**src/rtl/com_multi.sv**
```systemverilog
// rtl/com_multi.sv - NCH-channel ASCII hex register bridge over one UART pair
// Optional macro COM_QUERY_EN adds 'R'<ch> readback queries.

module uart_rx #(
  parameter int CLK_FREQ = 12_000_000,
  parameter int BAUD     = 115200
) (
  input  logic       CLK,
  input  logic       RST,
  input  logic       RX,
  output logic [7:0] rx_data,
  output logic       rx_ready
);
  localparam int DIV = CLK_FREQ / BAUD;
  localparam int CW  = $clog2(DIV) + 1;

  typedef enum logic [1:0] {R_IDLE, R_START, R_DATA, R_STOP} r_state_t;
  r_state_t state, state_nx;

  logic [CW-1:0] cnt;
  logic [2:0]    bitn;
  logic [7:0]    shreg;
  logic          rx_s1, rx_s2;
  logic          bit_end, half_end;

  assign bit_end  = (cnt == CW'(DIV - 1));
  assign half_end = (cnt == CW'(DIV / 2 - 1));

  always_ff @(posedge CLK) begin
    if (RST) state <= R_IDLE;
    else     state <= state_nx;
  end

  always_comb begin
    state_nx = state;
    case (state)
      R_IDLE:  if (!rx_s2) state_nx = R_START;
      R_START: if (half_end) state_nx = rx_s2 ? R_IDLE : R_DATA;
      R_DATA:  if (bit_end && bitn == 3'd7) state_nx = R_STOP;
      R_STOP:  if (bit_end) state_nx = R_IDLE;
      default: state_nx = R_IDLE;
    endcase
  end

  always_ff @(posedge CLK) begin
    if (RST) begin
      rx_s1    <= 1'b1;
      rx_s2    <= 1'b1;
      cnt      <= '0;
      bitn     <= '0;
      shreg    <= '0;
      rx_data  <= '0;
      rx_ready <= 1'b0;
    end else begin
      rx_s1    <= RX;
      rx_s2    <= rx_s1;
      rx_ready <= 1'b0;
      case (state)
        R_IDLE: begin
          cnt  <= '0;
          bitn <= '0;
        end
        R_START: cnt <= half_end ? '0 : cnt + 1'b1;
        R_DATA: begin
          if (bit_end) begin
            cnt   <= '0;
            bitn  <= bitn + 3'd1;
            shreg <= {rx_s2, shreg[7:1]};
          end else begin
            cnt <= cnt + 1'b1;
          end
        end
        default: begin
          // a low stop bit is a framing error: drop the byte
          if (bit_end) begin
            cnt <= '0;
            if (rx_s2) begin
              rx_data  <= shreg;
              rx_ready <= 1'b1;
            end
          end else begin
            cnt <= cnt + 1'b1;
          end
        end
      endcase
    end
  end
endmodule

module uart_tx #(
  parameter int CLK_FREQ = 12_000_000,
  parameter int BAUD     = 115200
) (
  input  logic       CLK,
  input  logic       RST,
  input  logic       tx_start,
  input  logic [7:0] tx_data,
  output logic       tx_busy,
  output logic       TX
);
  localparam int DIV = CLK_FREQ / BAUD;
  localparam int CW  = $clog2(DIV) + 1;

  typedef enum logic {U_IDLE, U_SEND} u_state_t;
  u_state_t state, state_nx;

  logic [CW-1:0] cnt;
  logic [3:0]    bitn;
  logic [9:0]    sh;
  logic          bit_end;

  assign bit_end = (cnt == CW'(DIV - 1));
  assign tx_busy = (state == U_SEND);
  assign TX      = (state == U_SEND) ? sh[0] : 1'b1;

  always_ff @(posedge CLK) begin
    if (RST) state <= U_IDLE;
    else     state <= state_nx;
  end

  always_comb begin
    state_nx = state;
    if (state == U_IDLE) begin
      if (tx_start) state_nx = U_SEND;
    end else if (bit_end && bitn == 4'd9) begin
      state_nx = U_IDLE;
    end
  end

  always_ff @(posedge CLK) begin
    if (RST) begin
      cnt  <= '0;
      bitn <= '0;
      sh   <= '1;
    end else if (state == U_IDLE) begin
      cnt  <= '0;
      bitn <= '0;
      if (tx_start) sh <= {1'b1, tx_data, 1'b0};
    end else if (bit_end) begin
      cnt  <= '0;
      bitn <= bitn + 4'd1;
      sh   <= {1'b1, sh[9:1]};
    end else begin
      cnt <= cnt + 1'b1;
    end
  end
endmodule

module com_multi #(
  parameter int CLK_FREQ = 12_000_000,
  parameter int BAUD     = 115200,
  parameter int NCH      = 4,
  parameter int DW       = 8
) (
  input  logic            CLK,
  input  logic            RST,
  input  logic            RX,
  output logic            TX,
  output logic [NCH*DW-1:0] DATA_IN,
  output logic [NCH-1:0]  DATA_IN_STB,
  input  logic [NCH*DW-1:0] DATA_OUT
);
  localparam int NIB = DW / 4;

  typedef enum logic [1:0] {
    P_WAIT, P_CH, P_DAT
`ifdef COM_QUERY_EN
    , P_QCH
`endif
  } p_state_t;
  typedef enum logic {T_IDLE, T_SEND} t_state_t;

  p_state_t p_state, p_nx;
  t_state_t t_state, t_nx;

  logic [7:0]    rx_data;
  logic          rx_ready;
  logic [4:0]    rx_hex;
  logic [3:0]    ch_reg;
  logic [2:0]    nib_cnt;
  logic [DW-1:0] wr_shift, wr_word;
  logic          wr_fire;

  logic          q_pend;
  logic [3:0]    q_ch;

  logic [DW-1:0] shadow [NCH];
  logic [3:0]    ptr, sel, t_ch, t_idx, t_last;
  logic [DW-1:0] sel_val, sel_shadow, t_data;
  logic          sel_ok, t_err, start_frame, byte_acc;
  logic [7:0]    cur_byte, tx_data;
  logic          tx_start, tx_busy;
  int            nib_sh;

  // {valid, value}
  function automatic logic [4:0] hex_dec(input logic [7:0] b);
    if (b >= "0" && b <= "9") return {1'b1, 4'(b - "0")};
    if (b >= "A" && b <= "F") return {1'b1, 4'(b - "A" + 8'd10)};
    if (b >= "a" && b <= "f") return {1'b1, 4'(b - "a" + 8'd10)};
    return 5'd0;
  endfunction

  function automatic logic [7:0] hex_char(input logic [3:0] n);
    return (n < 4'd10) ? 8'h30 + {4'b0, n} : 8'h37 + {4'b0, n};
  endfunction

  function automatic p_state_t frame_start(input logic [7:0] b);
    if (b == "S") return P_CH;
`ifdef COM_QUERY_EN
    if (b == "R") return P_QCH;
`endif
    return P_WAIT;
  endfunction

  uart_rx #(.CLK_FREQ(CLK_FREQ), .BAUD(BAUD)) u_rx (
    .CLK(CLK), .RST(RST), .RX(RX), .rx_data(rx_data), .rx_ready(rx_ready)
  );

  uart_tx #(.CLK_FREQ(CLK_FREQ), .BAUD(BAUD)) u_tx (
    .CLK(CLK), .RST(RST), .tx_start(tx_start), .tx_data(tx_data), .tx_busy(tx_busy), .TX(TX)
  );

  assign rx_hex  = hex_dec(rx_data);
  assign wr_word = (wr_shift << 4) | DW'(rx_hex[3:0]);

`ifdef COM_QUERY_EN
  logic q_set;
`endif

  always_ff @(posedge CLK) begin
    if (RST) p_state <= P_WAIT;
    else     p_state <= p_nx;
  end

  always_comb begin
    p_nx    = p_state;
    wr_fire = 1'b0;
`ifdef COM_QUERY_EN
    q_set   = 1'b0;
`endif
    if (rx_ready) begin
      case (p_state)
        P_WAIT: p_nx = frame_start(rx_data);
        P_CH:   p_nx = rx_hex[4] ? P_DAT : frame_start(rx_data);
        P_DAT: begin
          if (!rx_hex[4]) begin
            p_nx = frame_start(rx_data);
          end else if (nib_cnt == 3'd0) begin
            p_nx    = P_WAIT;
            wr_fire = 1'b1;
          end
        end
`ifdef COM_QUERY_EN
        P_QCH: begin
          if (rx_hex[4]) begin
            p_nx  = P_WAIT;
            q_set = 1'b1;
          end else begin
            p_nx = frame_start(rx_data);
          end
        end
`endif
        default: p_nx = P_WAIT;
      endcase
    end
  end

  always_ff @(posedge CLK) begin
    if (RST) begin
      ch_reg      <= '0;
      nib_cnt     <= '0;
      wr_shift    <= '0;
      DATA_IN     <= '0;
      DATA_IN_STB <= '0;
    end else begin
      DATA_IN_STB <= '0;
      if (rx_ready && rx_hex[4]) begin
        if (p_state == P_CH) begin
          ch_reg   <= rx_hex[3:0];
          nib_cnt  <= 3'(NIB - 1);
          wr_shift <= '0;
        end else if (p_state == P_DAT) begin
          wr_shift <= wr_word;
          nib_cnt  <= nib_cnt - 3'd1;
        end
      end
      // out-of-range channels match no iteration and are silently dropped
      if (wr_fire) begin
        for (int c = 0; c < NCH; c++) begin
          if (ch_reg == 4'(c)) begin
            DATA_IN[c*DW +: DW] <= wr_word;
            DATA_IN_STB[c]      <= 1'b1;
          end
        end
      end
    end
  end

`ifdef COM_QUERY_EN
  always_ff @(posedge CLK) begin
    if (RST) begin
      q_pend <= 1'b0;
      q_ch   <= '0;
    end else if (q_set) begin
      q_pend <= 1'b1;
      q_ch   <= rx_hex[3:0];
    end else if (t_state == T_IDLE) begin
      q_pend <= 1'b0;
    end
  end
`else
  assign q_pend = 1'b0;
  assign q_ch   = 4'd0;
`endif

  // a pending query takes the slot the change scan would otherwise use
  always_comb begin
    sel        = q_pend ? q_ch : ptr;
    sel_ok     = 1'b0;
    sel_val    = '0;
    sel_shadow = '0;
    for (int c = 0; c < NCH; c++) begin
      if (sel == 4'(c)) begin
        sel_ok     = 1'b1;
        sel_val    = DATA_OUT[c*DW +: DW];
        sel_shadow = shadow[c];
      end
    end
  end

  assign start_frame = (t_state == T_IDLE) && (q_pend || sel_val != sel_shadow);
  assign byte_acc    = tx_busy && tx_start;
  assign t_last      = t_err ? 4'd2 : 4'(NIB + 2);

  always_ff @(posedge CLK) begin
    if (RST) t_state <= T_IDLE;
    else     t_state <= t_nx;
  end

  always_comb begin
    t_nx = t_state;
    if (t_state == T_IDLE) begin
      if (start_frame) t_nx = T_SEND;
    end else if (byte_acc && t_idx == t_last) begin
      t_nx = T_IDLE;
    end
  end

  always_comb begin
    nib_sh   = 4 * (NIB + 1 - int'(t_idx));
    cur_byte = hex_char(4'(t_data >> nib_sh));
    if (t_idx == 4'd0)       cur_byte = t_err ? "E" : "D";
    else if (t_idx == 4'd1)  cur_byte = hex_char(t_ch);
    else if (t_idx == t_last) cur_byte = 8'h0A;
  end

  always_ff @(posedge CLK) begin
    if (RST) begin
      ptr      <= '0;
      t_idx    <= '0;
      t_err    <= 1'b0;
      t_ch     <= '0;
      t_data   <= '0;
      tx_start <= 1'b0;
      tx_data  <= '0;
      for (int c = 0; c < NCH; c++) shadow[c] <= '0;
    end else if (t_state == T_IDLE) begin
      if (!q_pend) ptr <= (ptr == 4'(NCH - 1)) ? 4'd0 : ptr + 4'd1;
      if (start_frame) begin
        t_idx  <= '0;
        t_ch   <= sel;
        t_err  <= !sel_ok;
        t_data <= sel_val;
        for (int c = 0; c < NCH; c++) begin
          if (sel == 4'(c)) shadow[c] <= sel_val;
        end
      end
    end else if (!tx_busy && !tx_start) begin
      tx_data  <= cur_byte;
      tx_start <= 1'b1;
    end else if (byte_acc) begin
      tx_start <= 1'b0;
      t_idx    <= t_idx + 4'd1;
    end
  end
endmodule

```
**config.mk**
```make
export PLATFORM = sky130hd
export DESIGN_NAME = com_multi
export DESIGN_NICKNAME = d
export VERILOG_FILES = /design/src/rtl/com_multi.sv
export SDC_FILE = /design/constraint.sdc
export NUM_CORES = 1
export LEC_CHECK = 0
export ABC_CLOCK_PERIOD_IN_PS = 4300
export BUFFER_PORTS_ARGS = -buffer_cell sky130_fd_sc_hd__buf_4
export CORE_ASPECT_RATIO = 2
export CORE_MARGIN = 2
export CORE_UTILIZATION = 58
export CTS_CLUSTER_DIAMETER = 30
export DETAILED_ROUTE_END_ITERATION = 8
export GPL_ROUTABILITY_DRIVEN = 0
export GPL_TIMING_DRIVEN = 0
export PLACE_DENSITY = 0.75
export SLEW_MARGIN = 20
export SYNTH_ARGS = -nofsm -noshare
export SYNTH_HDL_FRONTEND = slang
export SYNTH_SLANG_ARGS = --single-unit
```
**constraint.sdc**
```tcl
create_clock -name CLK -period 4.3 [get_ports CLK]
set_clock_uncertainty 0.1 [all_clocks]
set_input_delay 0.43 -clock CLK [delete_from_list [all_inputs] [get_ports CLK]]
set_output_delay 0.43 -clock CLK [all_outputs]
set_load 0.005 [all_outputs]
```
==> metrics.md, run 1 <==
| Metric | Value |
|---|---|
| Status | finished clean |
| Hold Crit Start | RX |
| Sw Share | 30.2% |
| Hold Violations, Final | 0 |
| Kind of critical path | flip-flop to flip-flop |
| Die area | 14900 um2 |
| CTS tree | done |
| GRT Total Usage | 28.1% |
| Max cap viols | 0 |
| Sequential fraction of design power | 45.0% |
| Final setup vio count | 0 |
| Initial Utilization | 58.7% |
| Num rows | 61 |
| Core Region | 13700 um2 |
| Die width | 87.4 um |
| Largest net degree at the start of global routing | 20 |
| IO Pins | 72 |
| Maximum VDD drop | 339 uV |
| Crit start category | flip-flop |
| Slew @ Worst Pin | 0.895 ns |
| 1st-iter DRT viols | 611 |
| WL per Instance | 17.2 um |
| Number of synthesized flops with an enable pin | 32 |
| RSZ-0062 raised after global routing | false |
| Register area share after synthesis | 44.9% |
| Top area cells in the synthesized netlist | dfxtp_1 33%, edfxtp_1 12%, nand2_1 5.9%, nor2_1 4.6%, a21oi_1 4.3% |
| Flops & latches, synth | 165 |
| Maximum clock rate | 248 MHz |
| Post-Syn Area | 8070 um2 |
| Wl on met1 | 8.53 mm |
| CTS clk-pin slew, worst paths | 0.07 ns |
| Hpwl dp | 14.5 mm |
| Worst setup EP type | flip-flop |
| Share of cells above drive strength 1 | 13.1% |
| Req. time, crit path | 4.26 ns |
| CP startpoint | ptr[0] |
| Post-Place Cell Area | 8800 um2 |
| Ys async rst share | 0% |
| Clock power frac | 40.6% |
| Fin Setup TNS | 0 ns |
| Top routing layer used | met4 |
| Combinational share of power | 14.5% |
| Initial antenna violation count | 0 |
| Vias per cell | 6.02 |
| Via count | 7178 |
| P&R area growth vs syn | 16.6% |
| Cell taking the most area after synthesis | dfxtp_1 |
| Vias in the first global route | 6720 |
| DRT Pass-1 Iters | 5 |
| Num CTS Buffers | 17 |
| Worst Path Arrival | 3.99 ns |
| Syn nets | 993 |
| Commonest non-fill, non-tap cells in the layout | 133 x dfxtp_1, 127 x nand2_1, 98 x nor2_1, 73 x buf_4, 70 x a21oi_1 |
| Multi-input gate area | 4070 um2 |
| Worst R2R Start | ptr[0] |
| ANT cells | 0 |
| Remaining antenna violation count after routing | 0 |
| Sink Count | 165 |
| Largest fanout on the critical path | 10 |
| Slew HR | 39.7% |
| Period utilization | 93.8% |
| Post-CTS setup buffers | 0 |
| Primary flip-flop cell chosen by synthesis mapping | dfxtp_1 |
| Clk_lat worst skew | 0.43 ns |
| # fillers | 1104 |
| Int Power | 0.00262 W |
| HP Class | input pin to flip-flop |
| Largest regs | DATA_IN (32), shadow (32), u_tx.sh (9) |
| Syn Inst Count | 932 |
| Clock root buffer | clkbuf_16 |
| Reg area | 3620 um2 |
| Most common cell after layout, fill and taps aside | dfxtp_1 |
| P_leak | 3.52 nW |
| DRC Markers | 0 |
| Total Wirelength | 20.5 mm |
| First-pass GRT wire length | 32.9 mm |
| Wire length on met3 | 1.36 mm |
| Synth top area share | 33.0% |
| Port Buffers | 71 |
| Switching power | 0.00114 W |
| Die height | 171 um |
| Count of pins over their slew limit | 0 |
| Grt total ovfl | 0 |
| Max clock buf depth | 2 |
| Mean Syn Cell Area | 8.66 um2 |
| Post-cts hold buffer count | 0 |
| PwrDens | 400 nW/um2 |
| Crit path time final | 4.03 ns |
| Post-CTS sizing | 0 |
| Final #Nets | 1083 |
| WL met2 | 10.1 mm |
| Synth warnings | 0 |
| Post-synthesis cell type count | 69 |
| Design area | 9410 um2 |
| H-tree depth | 4 |
[critical path, stage by stage, from the launching register on]
cell	delay [ns]
dfxtp_1	0.46
inv_1	0.14
ha_1	0.21
buf_2	0.19
nand2b_1	0.09
clkbuf_1	0.42
o22ai_1	0.26
a211o_1	0.28
nand4_1	0.10
and2_1	0.13
buf_2	0.22
o31ai_2	0.10
buf_2	0.23
o21ai_1	0.72
[path summary, 6_finish.rpt]
check,slack [ns],end,depth (start not counted)
min reg2reg,0.32,u_rx.rx_s2,1
max,0.27,shadow[2][0],13
max reg2reg,0.27,shadow[2][0],13
min,0.08,u_rx.rx_s1,2
[through the flow]
stage | utilization [%] | setup WS (ns) | hold slack, ns | power, W | cells
after floorplan | - | 0.961 | 0.289 | 0.00208 | 932
final | 68.5 | 0.268 | 0.0768 | 0.00376 | 1192
after CTS | 68.5 | 0.0964 | 0.0708 | 0.00376 | 1192
after global placement | 64.0 | 0.0660 | 0.294 | 0.00224 | 1160
after detailed placement | 64.0 | 0.142 | 0.299 | 0.00225 | 1160
after global routing | 68.5 | 0.0370 | 0.0659 | 0.00389 | 1192
[area by class of cell]
type | count | area share [%]
multi-input combinational | 675 | 43.2
sequential | 165 | 38.5
timing repair buffer | 71 | 5.66
clock buffer | 17 | 4.52
buffer | 56 | 2.57
tap | 157 | 2.09
clock inverter | 15 | 1.98
inverter | 36 | 1.44
[power by group through the flow]
stage	sequential [W]	clock [W]	combinational [W]
2_1_floorplan	0.00171	0	0.000374
3_5_place_dp	0.00172	0	0.000531
6_report	0.00169	0.00152	0.000545
3_3_place_gp	0.00172	0	0.000517
4_1_cts	0.00169	0.00154	0.000535
5_1_grt	0.00170	0.00161	0.000594
[cells by family (layout without fill, tap and decap cells)]
group	Yosys count	count (layout)	synth area share [%]
and+or+nand+nor	391	391	23.0
DFF	165	165	44.9
xor gates and xnor gates	24	24	2.61
AOI/OAI and AO/OA	201	201	16.7
adders and majority gates	26	26	4.03
muxes	33	33	4.13
buffers and inverters	92	195	4.67
[synth_stat cells, types with 16 or more instances]
master and instances:
nand4_1 21, nor3_1 43, nor2_1 98, mux2i_1 31
nand2_1 127, clkbuf_1 39, inv_1 34, ha_1 26
a21oi_1 70, xor2_1 16, nand3_1 27, o21ai_0 27
dfxtp_1 133, edfxtp_1 32
[routing by layer]
metal  global-route usage, %  vias to the layer above
li1                        -                     3507
met1                    37.3                     3340
met2                    45.9                      287
met3                    4.87                       44
met4                    9.70                        0
met5                       0                        -
No activity file was read; power rests on OpenSTA's default activity.
==> run 2: changes to the inputs <==
--- a/config.mk
+++ b/config.mk
@@ -9,12 +9,12 @@
 export BUFFER_PORTS_ARGS = -buffer_cell sky130_fd_sc_hd__buf_4
 export CORE_ASPECT_RATIO = 2
 export CORE_MARGIN = 2
-export CORE_UTILIZATION = 58
+export CORE_UTILIZATION = 50
 export CTS_CLUSTER_DIAMETER = 30
 export DETAILED_ROUTE_END_ITERATION = 8
 export GPL_ROUTABILITY_DRIVEN = 0
 export GPL_TIMING_DRIVEN = 0
-export PLACE_DENSITY = 0.75
+export PLACE_DENSITY = 0.66
 export SLEW_MARGIN = 20
 export SYNTH_ARGS = -nofsm -noshare
 export SYNTH_HDL_FRONTEND = slang
==> run 2 against run 1 <==
  * Fmax fell by 0.54%
  * Sequential power barely moved
  * Combinational power barely moved
  * Largest cell class unchanged
==> metrics.md, run 2 (same netlist as run 1, synthesis figures left out) <==
| Metric | Value |
|---|---|
| Worst-case reg-to-reg path depth | 13 (unchanged) |
| CP top delay family | compound AO/OA/AOI/OAI gates (unchanged) |
| Count of pins over their slew limit | 0 (unchanged) |
| Hold path endpoint | u_rx.rx_s1 (unchanged) |
| Die area | 17200 um2 (was 14900 um2) |
| Hpwl dp | 16.7 mm (was 14.5 mm) |
| IO Pins | 72 (unchanged) |
| Worst reg2reg endpoint | shadow[2][4] (was shadow[2][0]) |
| WL per Instance | 17.7 um (was 17.2 um) |
| RSZ-0062 raised after global routing | false (unchanged) |
| DRT Pass-1 Iters | 4 (was 5) |
| Most common cell after layout, fill and taps aside | dfxtp_1 (unchanged) |
| # fillers | 1514 (was 1104) |
| Worst Path Arrival | 4.01 ns (was 3.99 ns) |
| Wl on met1 | 7.34 mm (was 8.53 mm) |
| Commonest non-fill, non-tap cells in the layout | 133 x dfxtp_1, 127 x nand2_1, 98 x nor2_1, 75 x buf_4, 70 x a21oi_1 (was 133 x dfxtp_1, 127 x nand2_1, 98 x nor2_1, 73 x buf_4, 70 x a21oi_1) |
| CP max stage delay | 0.81 ns (was 0.72 ns) |
| DRC Markers | 0 (unchanged) |
| Post-cts hold buffer count | 0 (unchanged) |
| Hold Violations, Final | 0 (unchanged) |
| Req. time, crit path | 4.25 ns (was 4.26 ns) |
| Design area | 9420 um2 (was 9410 um2) |
| Hold Crit Start | RX (unchanged) |
| Largest fanout on the critical path | 10 (unchanged) |
| Slew HR | 31.6% (was 39.7%) |
| Via count | 7084 (was 7178) |
| Core Region | 15800 um2 (was 13700 um2) |
| Post-CTS setup buffers | 0 (unchanged) |
| H-tree depth | 4 (unchanged) |
| Worst Path Buf+Inv | 5 (unchanged) |
| Final setup vio count | 0 (unchanged) |
| Largest regs | DATA_IN (32), shadow (32), u_tx.sh (9) (unchanged) |
| Crit start category | flip-flop (unchanged) |
| Worst setup EP type | flip-flop (unchanged) |
| Port Buffers | 71 (unchanged) |
| Wire length on met3 | 694 um (was 1.36 mm) |
| Final Util | 59.7% (was 68.5%) |
| PwrDens | 390 nW/um2 (was 400 nW/um2) |
| Critical path cell sequence | inv_1 -> ha_1 -> buf_2 -> nand2b_1 -> clkbuf_1 -> o22ai_1 -> a211o_1 -> nand4_1 -> and2_1 -> buf_2 -> o31ai_2 -> buf_2 -> o21ai_1 (unchanged) |
| Total Wirelength | 21.8 mm (was 20.5 mm) |
| Final #Nets | 1085 (was 1083) |
| Fin Setup TNS | 0 ns (unchanged) |
| Vias in the first global route | 6941 (was 6720) |
| Max clock buf depth | 2 (unchanged) |
| Share of cells above drive strength 1 | 13.2% (was 13.1%) |
| Sink Count | 165 (unchanged) |
| First-pass GRT wire length | 34.6 mm (was 32.9 mm) |
| Die height | 184 um (was 171 um) |
| Remaining antenna violation count after routing | 0 (unchanged) |
| Worst R2R Setup Slack | 0.25 ns (was 0.27 ns) |
| Clk_lat worst skew | 0.44 ns (was 0.43 ns) |
| GRT Total Usage | 26.3% (was 28.1%) |
| Top routing layer used | met4 (unchanged) |
| Period utilization | 94.3% (was 93.8%) |
| Num CTS Buffers | 17 (unchanged) |
| Largest net degree at the start of global routing | 17 (was 20) |
| Vias per cell | 5.73 (was 6.02) |
| CP most frequent cell | buf_2 (unchanged) |
| Post-CTS sizing | 0 (unchanged) |
| Maximum clock rate | 247 MHz (was 248 MHz) |
| Reg area | 3620 um2 (unchanged) |
| Worst R2R Start | ptr[0] (unchanged) |
| ANT cells | 0 (unchanged) |
| Die width | 93.8 um (was 87.4 um) |
| 1st-iter DRT viols | 264 (was 611) |
| Post-Place Cell Area | 8870 um2 (was 8800 um2) |
| CTS tree | done (unchanged) |
| Status | finished clean (unchanged) |
| Crit path time final | 4.05 ns (was 4.03 ns) |
| Maximum VDD drop | 234 uV (was 339 uV) |
| Kind of critical path | flip-flop to flip-flop (unchanged) |
| Clock root buffer | clkbuf_16 (unchanged) |
| Initial Utilization | 51.1% (was 58.7%) |
| CTS clk-pin slew, worst paths | 0.06 ns (was 0.07 ns) |
| Critical path's slowest cell | o21ai_1 (unchanged) |
| Num rows | 65 (was 61) |
| Slew @ Worst Pin | 1.02 ns (was 0.895 ns) |
| P&R area growth vs syn | 16.7% (was 16.6%) |
| Grt total ovfl | 0 (unchanged) |
| HP Class | input pin to flip-flop (unchanged) |
| Hold-critical path depth | 2 (unchanged) |
| Multi-input gate area | 4070 um2 (unchanged) |
| Initial antenna violation count | 0 (unchanged) |
| Max cap viols | 0 (unchanged) |
| WL met2 | 12.8 mm (was 10.1 mm) |
| P_leak | 3.51 nW (was 3.52 nW) |
## run 2: how the worst max path moves through the flow
stage                     startpoint           end  depth (start not counted)
after global placement        ptr[0]  shadow[3][3]                         13
after detailed placement      ptr[0]  shadow[2][6]                         13
final                         ptr[0]  shadow[2][4]                         13
after global routing          ptr[0]  shadow[2][4]                         13
after CTS                     ptr[0]  shadow[2][4]                         13
after floorplan               ptr[0]  shadow[0][0]                         12
## run 2: layout make-up
class,instances,area share [%]
timing repair buffer,73,5.82
buffer,56,2.56
multi-input combinational,675,43.2
sequential,165,38.5
tap,201,2.67
inverter,36,1.44
clock inverter,13,1.04
clock buffer,18,4.78
## run 2: routing by layer
metal	track usage [%]	vias to the layer above
met3	3.85	59
met2	53.3	171
met1	23.2	3335
li1	-	3519
met4	14.8	0
met5	0	-
## run 2: metrics by stage
step           std cells  total power, W  setup slack (ns)  hold slack [ns]
6_report            1237         0.00368             0.246            0.101
3_3_place_gp        1204         0.00226            -0.137            0.296
2_1_floorplan        932         0.00208             0.961            0.289
4_1_cts             1237         0.00369             0.303           0.0864
3_5_place_dp        1206         0.00227             0.322            0.294
5_1_grt             1237         0.00382            0.0694           0.0926
## run 2: power by group
part	internal [W]	switching (W)	total [W]	leakage (nW)
combinational	0.000188	0.000359	0.000548	1.82
clock	0.000776	0.000660	0.00144	0.270
sequential	0.00165	0.0000433	0.00169	1.41
==> run 3: changes to the inputs <==
--- a/config.mk
+++ b/config.mk
@@ -7,6 +7,7 @@
 export LEC_CHECK = 0
 export ABC_CLOCK_PERIOD_IN_PS = 4300
 export BUFFER_PORTS_ARGS = -buffer_cell sky130_fd_sc_hd__buf_4
+export CAP_MARGIN = 25
 export CORE_ASPECT_RATIO = 2
 export CORE_MARGIN = 2
 export CORE_UTILIZATION = 50
@@ -14,6 +15,7 @@
 export DETAILED_ROUTE_END_ITERATION = 8
 export GPL_ROUTABILITY_DRIVEN = 0
 export GPL_TIMING_DRIVEN = 0
+export MAX_ROUTING_LAYER = met4
 export PLACE_DENSITY = 0.66
 export SLEW_MARGIN = 20
 export SYNTH_ARGS = -nofsm -noshare
==> run 3 against run 2 <==
  * Non-clock buffer count did not move
  * Via count up 0.47%
  * Cell count unchanged
  * Worst setup slack got worse by 0.0036 ns
  * Register-to-register slack about the same
  * Die area is the same
  * Critical path type unchanged
==> metrics.md, run 3 (same netlist as run 1, synthesis figures left out) <==
| Metric | Value |
|---|---|
| Critical path's slowest cell | o21ai_1 (unchanged) |
| Core Region | 15800 um2 (unchanged) |
| Clk_lat worst skew | 0.44 ns (about the same) |
| Number of cells after detailed placement | 1206 (unchanged) |
| Sink Count | 165 (unchanged) |
| CP top delay family | compound AO/OA/AOI/OAI gates (unchanged) |
| Worst setup EP type | flip-flop (unchanged) |
| ANT cells | 0 (unchanged) |
| Worst Path Arrival | 4.01 ns (about the same) |
| Largest regs | DATA_IN (32), shadow (32), u_tx.sh (9) (unchanged) |
| CTS clk-pin slew, worst paths | 0.06 ns (about the same) |
| Via count | 7117 (was 7084) |
| Kind of critical path | flip-flop to flip-flop (unchanged) |
| Crit path time final | 4.06 ns (was 4.05 ns) |
| 1st-iter DRT viols | 279 (was 264) |
| Final #Nets | 1085 (unchanged) |
| Port Buffers | 71 (unchanged) |
| HP Class | input pin to flip-flop (unchanged) |
| Largest net degree at the start of global routing | 17 (unchanged) |
| CTS tree | done (unchanged) |
| Maximum clock rate | 246 MHz (was 247 MHz) |
| CP most frequent cell | buf_2 (unchanged) |
| Num CTS Buffers | 17 (unchanged) |
| Remaining antenna violation count after routing | 0 (unchanged) |
| Largest fanout on the critical path | 10 (unchanged) |
| Worst Path Buf+Inv | 5 (unchanged) |
| Vias per cell | 5.75 (was 5.73) |
| Status | finished clean (unchanged) |
| PwrDens | 390 nW/um2 (about the same) |
| DRC Markers | 0 (unchanged) |
| RSZ-0062 raised after global routing | false (unchanged) |
| Post-Place Cell Area | 8870 um2 (unchanged) |
| Slew @ Worst Pin | 1.01 ns (was 1.02 ns) |
| Period utilization | 94.4% (was 94.3%) |
| Req. time, crit path | 4.25 ns (about the same) |
| Critical path cell sequence | inv_1 -> ha_1 -> buf_2 -> nand2b_1 -> clkbuf_1 -> o22ai_1 -> a211o_1 -> nand4_1 -> and2_1 -> buf_2 -> o31ai_2 -> buf_2 -> o21ai_1 (unchanged) |
| Post-cts hold buffer count | 0 (unchanged) |
| IO Pins | 72 (unchanged) |
| Commonest non-fill, non-tap cells in the layout | 133 x dfxtp_1, 127 x nand2_1, 98 x nor2_1, 75 x buf_4, 70 x a21oi_1 (unchanged) |
| Final setup vio count | 0 (unchanged) |
| P_leak | 3.51 nW (unchanged) |
| Post-CTS setup buffers | 0 (unchanged) |
| Die height | 184 um (unchanged) |
| Max cap viols | 0 (unchanged) |
| Clock root buffer | clkbuf_16 (unchanged) |
| Fin cells | 1237 (unchanged) |
| Fin Setup TNS | 0 ns (unchanged) |
| Die width | 93.8 um (unchanged) |
| First-pass GRT wire length | 34.6 mm (about the same) |
| Design area | 9420 um2 (unchanged) |
| Post-CTS sizing | 0 (unchanged) |
| Crit start category | flip-flop (unchanged) |
| Slew HR | 32.1% (was 31.6%) |
| Most common cell after layout, fill and taps aside | dfxtp_1 (unchanged) |
| DRT Pass-1 Iters | 5 (was 4) |
| Initial Utilization | 51.1% (unchanged) |
| GRT Total Usage | 27.0% (was 26.3%) |
| Initial antenna violation count | 0 (unchanged) |
| Count of pins over their slew limit | 0 (unchanged) |
| Die area | 17200 um2 (unchanged) |
| Final WS setup | 0.243 ns (was 0.246 ns) |
| CP max stage delay | 0.80 ns (was 0.81 ns) |
| Setup WS pre-CTS | 0.322 ns (unchanged) |
| P&R area growth vs syn | 16.7% (unchanged) |
| Total Wirelength | 21.9 mm (was 21.8 mm) |
| Num rows | 65 (unchanged) |
| Hpwl dp | 16.7 mm (unchanged) |
| # fillers | 1514 (unchanged) |
| Grt total ovfl | 0 (unchanged) |
| Maximum VDD drop | 233 uV (was 234 uV) |
| Vias in the first global route | 6943 (was 6941) |
| Share of cells above drive strength 1 | 13.2% (unchanged) |
| WL per Instance | 17.7 um (about the same) |
| Max clock buf depth | 2 (unchanged) |
| H-tree depth | 4 (unchanged) |
| Hold Violations, Final | 0 (unchanged) |
[run 3: cell counts in the layout (fill, tap and decap cells not counted)]
Identical to the previous run, type by type.
[run 3: metal layers]
metal | GRT usage [%] | part of all wire, % | routed length, um
met1 | 23.3 | 34 | 7340
met2 | 53.4 | 59 | 12900
met3 | 3.65 | 3.1 | 677
met4 | 14.6 | 4.5 | 973
met5 | - | 0 | 0
[run 3: layout make-up]
type,instances,area (um2),share of cell area (%)
buffer,56,241,2.56
clock buffer,18,450,4.78
clock inverter,13,97.6,1.04
inverter,36,135,1.44
multi-input combinational,675,4070,43.2
sequential,165,3620,38.5
tap,201,251,2.67
timing repair buffer,73,548,5.82
[run 3: worst paths after layout]
path / startpoint / end / slack [ns] / cells after the start
min: RX / u_rx.rx_s1 / 0.10 / 2
max: ptr[0] / shadow[2][4] / 0.24 / 13
max reg2reg: ptr[0] / shadow[2][4] / 0.24 / 13
min reg2reg: u_rx.rx_s1 / u_rx.rx_s2 / 0.33 / 1
[run 3: worst register-to-register path, cell delays in order (launching register included)]
cell      delay, ns
dfxtp_1        0.44
inv_1          0.13
ha_1           0.21
buf_2          0.18
nand2b_1       0.08
clkbuf_1       0.42
o22ai_1        0.23
a211o_1        0.27
nand4_1        0.11
and2_1         0.13
buf_2          0.22
o31ai_2        0.11
buf_2          0.23
o21ai_1        0.81
[run 3: report_power, final]
part | leakage, nW | internal [W] | switching (W)
clock network | 0.270 | 0.000776 | 0.000657
registers | 1.41 | 0.00165 | 0.0000435
logic | 1.82 | 0.000188 | 0.000360
[run 3: through the flow]
stage          utilization [%]  hold slack [ns]  total power, W
6_report                  59.7            0.104         0.00367
5_1_grt                   59.7           0.0941         0.00382
4_1_cts                   59.7           0.0864         0.00369
3_5_place_dp              56.2            0.294         0.00227
3_3_place_gp              56.1            0.296         0.00226
2_1_floorplan                -            0.289         0.00208
